===== config.mk =====
export PLATFORM = sky130hd
export DESIGN_NAME = invader_formation_mover
export DESIGN_NICKNAME = d
export VERILOG_FILES = /design/src/rtl/invader_pkg.sv /design/src/rtl/invader_speed_ctrl.sv /design/src/rtl/invader_formation_mover.sv
export SDC_FILE = /design/constraint.sdc
export NUM_CORES = 1
export LEC_CHECK = 0
export BUFFER_PORTS_ARGS = -buffer_cell sky130_fd_sc_hd__buf_2
export CORE_MARGIN = 2
export CORE_UTILIZATION = 35
export CTS_CLUSTER_SIZE = 24
export DETAILED_ROUTE_END_ITERATION = 10
export GPL_TIMING_DRIVEN = 0
export PLACE_DENSITY_LB_ADDON = 0.05
export SLEW_MARGIN = 20
export SYNTH_ARGS = -nofsm -noshare
export SYNTH_HDL_FRONTEND = slang
export SYNTH_SLANG_ARGS = --single-unit

===== constraint.sdc =====
create_clock -name clk -period 9 [get_ports clk]
set_clock_uncertainty 0.2 [all_clocks]
set_input_delay 1.35 -clock clk [delete_from_list [all_inputs] [get_ports clk]]
set_output_delay 1.35 -clock clk [all_outputs]
set_load 0.02 [all_outputs]

===== src/rtl/invader_pkg.sv =====
// Shared types for the invader formation mover.
// State encoding, fixed-point position type and speed level type.
package invader_pkg;

  localparam int DEF_FRAC_BITS = 6;

  typedef logic signed [31:0] fixpos_t;
  typedef logic [2:0] level_t;

  typedef enum logic [2:0] {
    IDLE,
    MOV_RGT,
    DROP_L,
    MOV_LFT,
    DROP_R,
    LANDED
  } state_t;

endpackage


===== src/rtl/invader_speed_ctrl.sv =====
// Saturating speed level and horizontal step per frame.
// INVADER_MARCH_STEP_EN selects paced whole-pixel steps instead of smooth speed.
module invader_speed_ctrl
  import invader_pkg::*;
#(
  parameter int BASE_X_SPEED = 60,
  parameter int SPEED_INC    = 16,
  parameter int MAX_LEVEL    = 7
`ifdef INVADER_MARCH_STEP_EN
  ,
  parameter int FRAC_BITS    = DEF_FRAC_BITS,
  parameter int MARCH_PIX    = 4,
  parameter int MARCH_PERIOD = 12
`endif
) (
  input  logic    clk,
  input  logic    reset,
  input  logic    restart,
  input  logic    speedUp,
`ifdef INVADER_MARCH_STEP_EN
  input  logic    startOfFrame,
  input  logic    freeze,
  input  logic    marching,
`endif
  output level_t  level,
  output fixpos_t hStep
);

  always_ff @(posedge clk or posedge reset) begin
    if (reset) begin
      level <= '0;
    end else if (restart) begin
      level <= '0;
    end else if (speedUp && (level < level_t'(MAX_LEVEL))) begin
      level <= level + 3'd1;
    end
  end

`ifdef INVADER_MARCH_STEP_EN
  localparam fixpos_t STEP_FIX = fixpos_t'(MARCH_PIX) <<< FRAC_BITS;

  logic [7:0] paceCnt;
  logic [7:0] period;
  logic       stepNow;

  // frames per step shrinks with level but never below one
  always_comb begin
    period = 8'd1;
    if (MARCH_PERIOD > int'(level) + 1) begin
      period = 8'(MARCH_PERIOD - int'(level));
    end
  end

  assign stepNow = (paceCnt + 8'd1) >= period;
  assign hStep   = stepNow ? STEP_FIX : '0;

  always_ff @(posedge clk or posedge reset) begin
    if (reset) begin
      paceCnt <= '0;
    end else if (restart) begin
      paceCnt <= '0;
    end else if (startOfFrame && marching && !freeze) begin
      paceCnt <= stepNow ? 8'd0 : paceCnt + 8'd1;
    end
  end
`else
  assign hStep = fixpos_t'(BASE_X_SPEED)
               + fixpos_t'(level) * fixpos_t'(SPEED_INC);
`endif

endmodule


===== src/rtl/invader_formation_mover.sv =====
// Formation corner motion: march, drop at edges, reverse, land.
// Define INVADER_MARCH_STEP_EN for jerky whole-pixel marching.
module invader_formation_mover
  import invader_pkg::*;
#(
  parameter int INIT_X       = 20,
  parameter int INIT_Y       = 20,
  parameter int FRAC_BITS    = DEF_FRAC_BITS,
  parameter int LEFT_BOUND   = 0,
  parameter int RIGHT_BOUND  = 639,
  parameter int BOTTOM_Y     = 400,
  parameter int BASE_X_SPEED = 60,
  parameter int SPEED_INC    = 16,
  parameter int MAX_LEVEL    = 7,
  parameter int DROP_PIX     = 16,
  parameter int DROP_SPEED   = 64,
  parameter int MARCH_PIX    = 4,
  parameter int MARCH_PERIOD = 12
) (
  input  logic        clk,
  input  logic        reset,
  input  logic        startOfFrame,
  input  logic        start,
  input  logic        restart,
  input  logic        speedUp,
  input  logic        chgDir,
  input  logic        freeze,
  input  logic [10:0] formationWidth,
  output logic [10:0] topLeftX,
  output logic [10:0] topLeftY,
  output logic        dirLeft,
  output logic        dropping,
  output logic        edgeHit,
  output logic        reachedBottom,
  output logic [2:0]  speedLevel
);

  localparam fixpos_t X0      = fixpos_t'(INIT_X) <<< FRAC_BITS;
  localparam fixpos_t Y0      = fixpos_t'(INIT_Y) <<< FRAC_BITS;
  localparam fixpos_t LFIX    = fixpos_t'(LEFT_BOUND) <<< FRAC_BITS;
  localparam fixpos_t RFIX    = fixpos_t'(RIGHT_BOUND) <<< FRAC_BITS;
  localparam fixpos_t BFIX    = fixpos_t'(BOTTOM_Y) <<< FRAC_BITS;
  localparam fixpos_t DROPFIX = fixpos_t'(DROP_PIX) <<< FRAC_BITS;
`ifdef INVADER_MARCH_STEP_EN
  localparam fixpos_t DSTEP   = DROPFIX;
`else
  localparam fixpos_t DSTEP   = fixpos_t'(DROP_SPEED);
`endif

  state_t  state, stateN;
  fixpos_t x, xN, y, yN, acc, accN;
  fixpos_t nx, wFix, rClamp, hStep;
  logic    dirN, edgeN, botN;
  level_t  level;

  invader_speed_ctrl #(
    .BASE_X_SPEED(BASE_X_SPEED),
    .SPEED_INC(SPEED_INC),
    .MAX_LEVEL(MAX_LEVEL)
`ifdef INVADER_MARCH_STEP_EN
    ,
    .FRAC_BITS(FRAC_BITS),
    .MARCH_PIX(MARCH_PIX),
    .MARCH_PERIOD(MARCH_PERIOD)
`endif
  ) uSpeed (
    .clk(clk),
    .reset(reset),
    .restart(restart),
    .speedUp(speedUp),
`ifdef INVADER_MARCH_STEP_EN
    .startOfFrame(startOfFrame),
    .freeze(freeze),
    .marching((state == MOV_RGT) || (state == MOV_LFT)),
`endif
    .level(level),
    .hStep(hStep)
  );

  assign speedLevel = level;
  assign topLeftX   = 11'(x >>> FRAC_BITS);
  assign topLeftY   = 11'(y >>> FRAC_BITS);
  assign dropping   = (state == DROP_L) || (state == DROP_R);

  // an over-wide formation pins to the left bound instead of underflowing
  always_comb begin
    wFix   = fixpos_t'({21'b0, formationWidth}) <<< FRAC_BITS;
    rClamp = RFIX - wFix;
    if (rClamp < LFIX) begin
      rClamp = LFIX;
    end
  end

  always_comb begin
    stateN = state;
    xN     = x;
    yN     = y;
    accN   = acc;
    dirN   = dirLeft;
    edgeN  = 1'b0;
    botN   = reachedBottom;
    nx     = x;
    if (restart) begin
      stateN = IDLE;
      xN     = X0;
      yN     = Y0;
      accN   = '0;
      dirN   = 1'b0;
      botN   = 1'b0;
    end else if (state == IDLE) begin
      if (start) begin
        stateN = MOV_RGT;
        accN   = '0;
      end
    end else if (startOfFrame && !freeze) begin
      case (state)
        MOV_RGT: begin
          nx = x + hStep;
          if (nx + wFix >= RFIX) begin
            xN     = rClamp;
            stateN = DROP_L;
          end else if (chgDir) begin
            stateN = DROP_L;
          end else begin
            xN = nx;
          end
        end
        MOV_LFT: begin
          nx = x - hStep;
          if (nx <= LFIX) begin
            xN     = LFIX;
            stateN = DROP_R;
          end else if (chgDir) begin
            stateN = DROP_R;
          end else begin
            xN = nx;
          end
        end
        DROP_L, DROP_R: begin
          if (acc + DSTEP >= DROPFIX) begin
            yN     = y + (DROPFIX - acc);
            accN   = '0;
            stateN = (state == DROP_L) ? MOV_LFT : MOV_RGT;
          end else begin
            yN   = y + DSTEP;
            accN = acc + DSTEP;
          end
        end
        default: begin
        end
      endcase
      if (yN >= BFIX) begin
        yN     = BFIX;
        stateN = LANDED;
        botN   = 1'b1;
      end
      if ((stateN == DROP_L) || (stateN == DROP_R)) begin
        if ((state == MOV_RGT) || (state == MOV_LFT)) begin
          edgeN = 1'b1;
          dirN  = (stateN == DROP_L);
        end
      end
    end
  end

  always_ff @(posedge clk or posedge reset) begin
    if (reset) begin
      state         <= IDLE;
      x             <= X0;
      y             <= Y0;
      acc           <= '0;
      dirLeft       <= 1'b0;
      edgeHit       <= 1'b0;
      reachedBottom <= 1'b0;
    end else begin
      state         <= stateN;
      x             <= xN;
      y             <= yN;
      acc           <= accN;
      dirLeft       <= dirN;
      edgeHit       <= edgeN;
      reachedBottom <= botN;
    end
  end

endmodule


# == Word-level counts from Yosys, hierarchy flattened ==
# Index checks and enable logic that the tools add are counted.
# totals
elab_cells,111
regBits,105
out_inout_bits,29
in_bits,19
# classes
addsub,10
mux,55
n_reduce_logical,22
n_eq_ne,10
magnitude_cmp,6
# ops
operator,count
$mux 32,23
$add 32x32->32,2
$add 32x8->32 const B,2
$pmux 32 s2,1
$mux 3,15
$add 32x18->32,1
$ge 32x12->1 const B,1
$ge 32x16->1 const B,1
$ge 32x17->1 const B,1
$le 32x1->1 const B,1
$sub 12x32->32 const A,1
$sub 32x32->32,1
$lt 18x1->1 const B,1
$sub 16x17->18 const A,1
$mux 1,14
$reduce_bool 2->1,5
$eq 3x2->1 const B,3
$pmux 3 s3,1
$reduce_bool 3->1,3
$add 6x7->8 const A,1
$ne 4x4->1 const B,2
$eq 3x3->1 const B,2
$reduce_and 3->1,2
$reduce_and 5->1,1
other kinds (13),17

# == Longest topological paths before layout ==
# depth
depth_word,18
mapped_depth,27
ltp_nobuf,23

# == By module ==
# Synthesis repeated with hierarchy kept, for this count alone.
# hier_totals
hier_cells,1898
area_unflattened_um2,14266.2
# by_module_without_submodules
mod,cells_per_inst,n_inst,area_per_inst_um2,seq_area_each_um2
invader_formation_mover,1847,1,13852.0,2382.3
invader_speed_ctrl,51,1,414.1,75.1

# == Worst setup path before layout ==
# No wires, ideal clock.
# synth_path
path_type,register -> register
startpoint,register uSpeed.level[0]
endpoint,register x[12]
setup_time_ps,132
path_buffers,4
stages_incl_launch_ff,25
arrival_time_ps,5747
slack_ps,2921
t_required_ps,8668
period_less_slack_ps,6079
path_cell_list,dfrtp_1 > inv_1 > ha_1 > xnor2_1 > ha_1 > clkbuf_1 > o211ai_1 > o21a_1 > clkbuf_1 > or4b_2 > xnor2_1 > ha_1 > a21o_1 > a21oi_1 > a22oi_1 > nand3_1 > or4_1 > a211oi_1 > o21ai_1 > o21ai_1 > buf_2 > buf_4 > o31ai_1 > a221oi_1 > nor2_1
# synth_via
elab_chain_cells,9
elab_cells_between_ends,17
cone_classes,add/sub (4); order compare (2); eq/ne (2); mux (8); reduce/logical (1)
# synth_rtl
item,line,rtl
"start, declared",invader_speed_ctrl.sv:25,"output level_t level,"
"start signal, assigned",invader_speed_ctrl.sv:35,level <= level + 3'd1;
$add 6x7->8 (*),invader_speed_ctrl.sv:68,+ fixpos_t'(level) * fixpos_t'(SPEED_INC);
$add 32x32->32,invader_formation_mover.sv:118,nx = x + hStep;
$add 32x18->32,invader_formation_mover.sv:119,if (nx + wFix >= RFIX) begin
$ge 32x17->1,invader_formation_mover.sv:119,
$mux 32,invader_formation_mover.sv:119,
$pmux 32 s2,invader_formation_mover.sv:116,case (state)
$mux 32,invader_formation_mover.sv:115,end else if (startOfFrame && !freeze) begin
$mux 32,invader_formation_mover.sv:110,end else if (state == IDLE) begin
$mux 32,invader_formation_mover.sv:103,if (restart) begin
"end signal, assigned",invader_formation_mover.sv:177,x <= xN;
"end, declared",invader_formation_mover.sv:51,"fixpos_t x, xN, y, yN, acc, accN;"
# Mark *: on every way between the ends. The rest lies on a longest branch, timed or not. The select of a mux whose other input is x is not followed.
# A chain may end at the register's enable or synchronous reset.

# == Final worst setup path ==
# layout_path
startpoint,register uSpeed.level[0]
endpoint,register x[14]
# The elaborated chain is that of the path after synthesis.

==> metrics <==
VDD IR-drop max 0.00006025 V; Fillers 3279; WP data arrival 8.52 ns; Critical Path Fanout Max 10; port bufs 47; most used cell, CP ha_1; first-pass GRT wire length 64880 µm; vias in the first global route 11110; Clock transition at path regs 0.08 ns; pin count of the biggest net entering global routing 59; synth unique cells 89; Post-Syn Nets 1566; final setup vio count 0; DRC viols 0; Post-CTS Setup Bufs 0; hold depth 1; Yosys top cell by area dfrtp_1; post-synth top area share 0.2088; Routed Antenna Nets 0; fin crit share 0.9415; placed cells 1905; Overall Power 1.055 mW; wire per inst 21.72 µm; post-CTS resize count 0; register area share after synthesis 0.2183; yosys warns 0; WP data required 9.05 ns; R2R cell count 27; CTS tree yes; Crit Reg-Reg Endpoint x[14]$_DFFE_PP0P_; routed vias/inst 5.953; fmax 118.0 MHz; First-pass DRT Iterations 5; gr busiest metal met2; CTS Sinks 96; Remaining Overflow, GRT 0; worst reg-to-reg setup slack 0.53 ns; # Max-Cap Violations 0; Avg Cell Area, Syn 7.552 µm²; critical path class flip-flop to flip-flop; top post-synthesis cells by area dfrtp_1 21%, ha_1 9.6%, nor2_1 4.5%; Layout Cells excl Fill 1921; Leakage 4.945 nW; status finished clean; GPL Wtd Cong 0.8985; Layout area overhead 9.657%; RSZ-0062 raised after global routing no; Slew HR 0.2460; routed via count 11440; final hold vios 0; Detail Placement HPWL 32230 µm; DR iter-0 viols 917; DIE HEIGHT 181.5 µm; number of antenna diodes 0; Mapped Cells 1460; Period minus WS final 8.473 ns; setup tns final 0 ns; max incr delay on CP 0.78 ns; Hold Crit Start reachedBottom$_DFFE_PP0P_; Worst Hold End reachedBottom$_DFFE_PP0P_; clock buffer depth 2; cts-stage hold buffer count 0; Worst-Margin Slew 1.121 ns; initial antenna violation count 0; flops & latches, synth 96; synthesized cell area 0.01103 mm²; met1 Track Usage GR 0.3173; number of synthesized flops with an enable pin 0; crit end category flip-flop; Die ar. 0.03294 mm²; Slew Limit Fails 0; Top-Level Pins 48; worst hold path class flip-flop to flip-flop; Die Wd 181.5 µm; grt met2 use 0.4423; initial core utilization 0.3576; Nets 1626; row count 64; Power Density 87.24 mW/mm²; CP max stage cell a211oi_2; worst r2r src uSpeed.level[0]$_DFFE_PP0P_; Clock Latency Late Sink 0.37 ns; GRT met3 Usage 0.02587; core area 0.03083 mm²; Startpoint Class flip-flop; layout cells sized above 1 0.09115; Total Wirelength 41720 µm; CTS Root Cell clkbuf_16; asr flop ratio synth 1.000; CTS buffer count 9; GRT Total Usage 0.2519; Top FF cell, synth dfrtp_1; H-tree level count 3
==> logic make-up (layout without fill, tap and decap cells) <==
group	after synthesis	count (layout)	share of synthesized area
adders and majority gates	87	87	0.1001
muxes	21	21	0.01906
other	1	1	0.0003401
buffers and inverters	174	239	0.07058
DFF	96	96	0.2183
AOI/OAI and AO/OA	457	457	0.2761
and+or+nand+nor	539	539	0.2480
xor gates and xnor gates	85	85	0.06752
==> worst max-delay path, delay by kind of cell, from the launching register on <==
kind,cells,cell delay [ns]
compound gates,11,3.62
buf+inv,5,1.46
simple gates,6,1.36
fa+ha+maj,3,0.87
flops,1,0.52
xor+xnor,2,0.31
==> how the worst max path moves through the flow <==
stage,endpoint,startpoint,cells past startpoint
2_1_floorplan,x[12]$_DFFE_PP0P_,uSpeed.level[0]$_DFFE_PP0P_,24
3_3_place_gp,x[14]$_DFFE_PP0P_,uSpeed.level[0]$_DFFE_PP0P_,27
3_5_place_dp,x[6]$_DFFE_PP0P_,uSpeed.level[0]$_DFFE_PP0P_,27
4_1_cts,x[14]$_DFFE_PP0P_,uSpeed.level[0]$_DFFE_PP0P_,27
5_1_grt,x[14]$_DFFE_PP0P_,uSpeed.level[0]$_DFFE_PP0P_,27
6_report,x[14]$_DFFE_PP0P_,uSpeed.level[0]$_DFFE_PP0P_,27
==> stage by stage <==
step	util	hold WS [ns]	setup WS (ns)	area, µm²
after detailed placement	0.3830	0.2848	0.7706	11810
after CTS	0.3922	0.3126	0.7029	12090
after global placement	0.3813	0.2893	0.7962	11760
after floorplan	-	0.2535	2.921	11030
final	0.3922	0.3068	0.5266	12090
after global routing	0.3922	0.3226	0.08239	12090
==> sequential cells by signal, indices dropped and copies added (netlist names) <==
name	count
y	31
x	30
acc	26
state	3
uSpeed.level	3
dirLeft	1
edgeHit	1
reachedBottom	1
==> final cells by class <==
type / instances / area, µm² / area share
clock buffer: 12 / 256.5 / 0.02122
clock inverter: 4 / 27.53 / 0.002277
inverter: 76 / 290.3 / 0.02401
tap: 396 / 495.5 / 0.04098
multi-input combinational: 1190 / 7850 / 0.6493
sequential: 96 / 2407 / 0.1991
timing repair buffer: 49 / 270.3 / 0.02235
buffer: 98 / 493.0 / 0.04077
==> Yosys cell counts (5+ instances only) <==
cell,count
or4_1,9
buf_2,14
ha_1,85
a22oi_1,7
a21o_1,22
or3_1,19
o21ai_1,15
o211ai_1,15
xnor2_1,54
mux2i_1,21
o32ai_1,8
nand4_1,28
a32o_1,6
dfrtp_1,92
o2bb2ai_1,8
nand2b_1,19
inv_1,74
o2111ai_1,7
a31oi_1,17
buf_4,24
a32oi_1,5
nand2_1,110
o41ai_1,6
nand3_1,62
o211a_1,5
and3_1,25
a22o_1,13
a311oi_1,7
o21a_1,16
nor2b_1,15
a31o_2,6
nor4_1,17
xor2_1,31
o21ai_0,99
nor3_1,55
and4_1,6
a21oi_1,97
a211oi_1,21
o22ai_1,17
o221ai_1,7
nor2_1,133
and2_1,11
o31ai_1,16
clkbuf_1,53
==> placed cells by master (no fill, tap or decap), drive strengths merged, types with 7 or more instances in the layout <==
master | synthesis | final
a211oi | 22 | 22
a21o | 22 | 22
a21oi | 97 | 97
a22o | 13 | 13
a22oi | 7 | 7
a311oi | 7 | 7
a31oi | 17 | 17
and2 | 12 | 12
and3 | 25 | 25
buf | 43 | 92
clkbuf | 55 | 67
dfrtp | 92 | 92
ha | 85 | 85
inv | 75 | 76
mux2i | 21 | 21
nand2 | 110 | 110
nand2b | 19 | 19
nand3 | 63 | 63
nand4 | 30 | 30
nor2 | 133 | 133
nor2b | 15 | 15
nor3 | 58 | 58
nor4 | 19 | 19
o2111ai | 7 | 7
o211ai | 15 | 15
o21a | 16 | 16
o21ai | 115 | 115
o221ai | 7 | 7
o22ai | 17 | 17
o2bb2ai | 8 | 8
o31ai | 17 | 17
o32ai | 8 | 8
or3 | 19 | 19
or4 | 11 | 11
xnor2 | 54 | 54
xor2 | 31 | 31
==> power by group <==
| group | total (mW) | switching, mW | internal [mW] |
|---|---|---|---|
| registers | 0.442 | 0.00574 | 0.436 |
| clock network | 0.402 | 0.198 | 0.204 |
| logic | 0.211 | 0.146 | 0.0656 |
==> per-layer routing <==
layer,vias to the layer above,part of all wire
li1,5529,-
met1,5495,0.44
met2,315,0.49
met3,97,0.037
met4,0,0.039
met5,-,0
No activity file was read; power rests on OpenSTA's default activity.
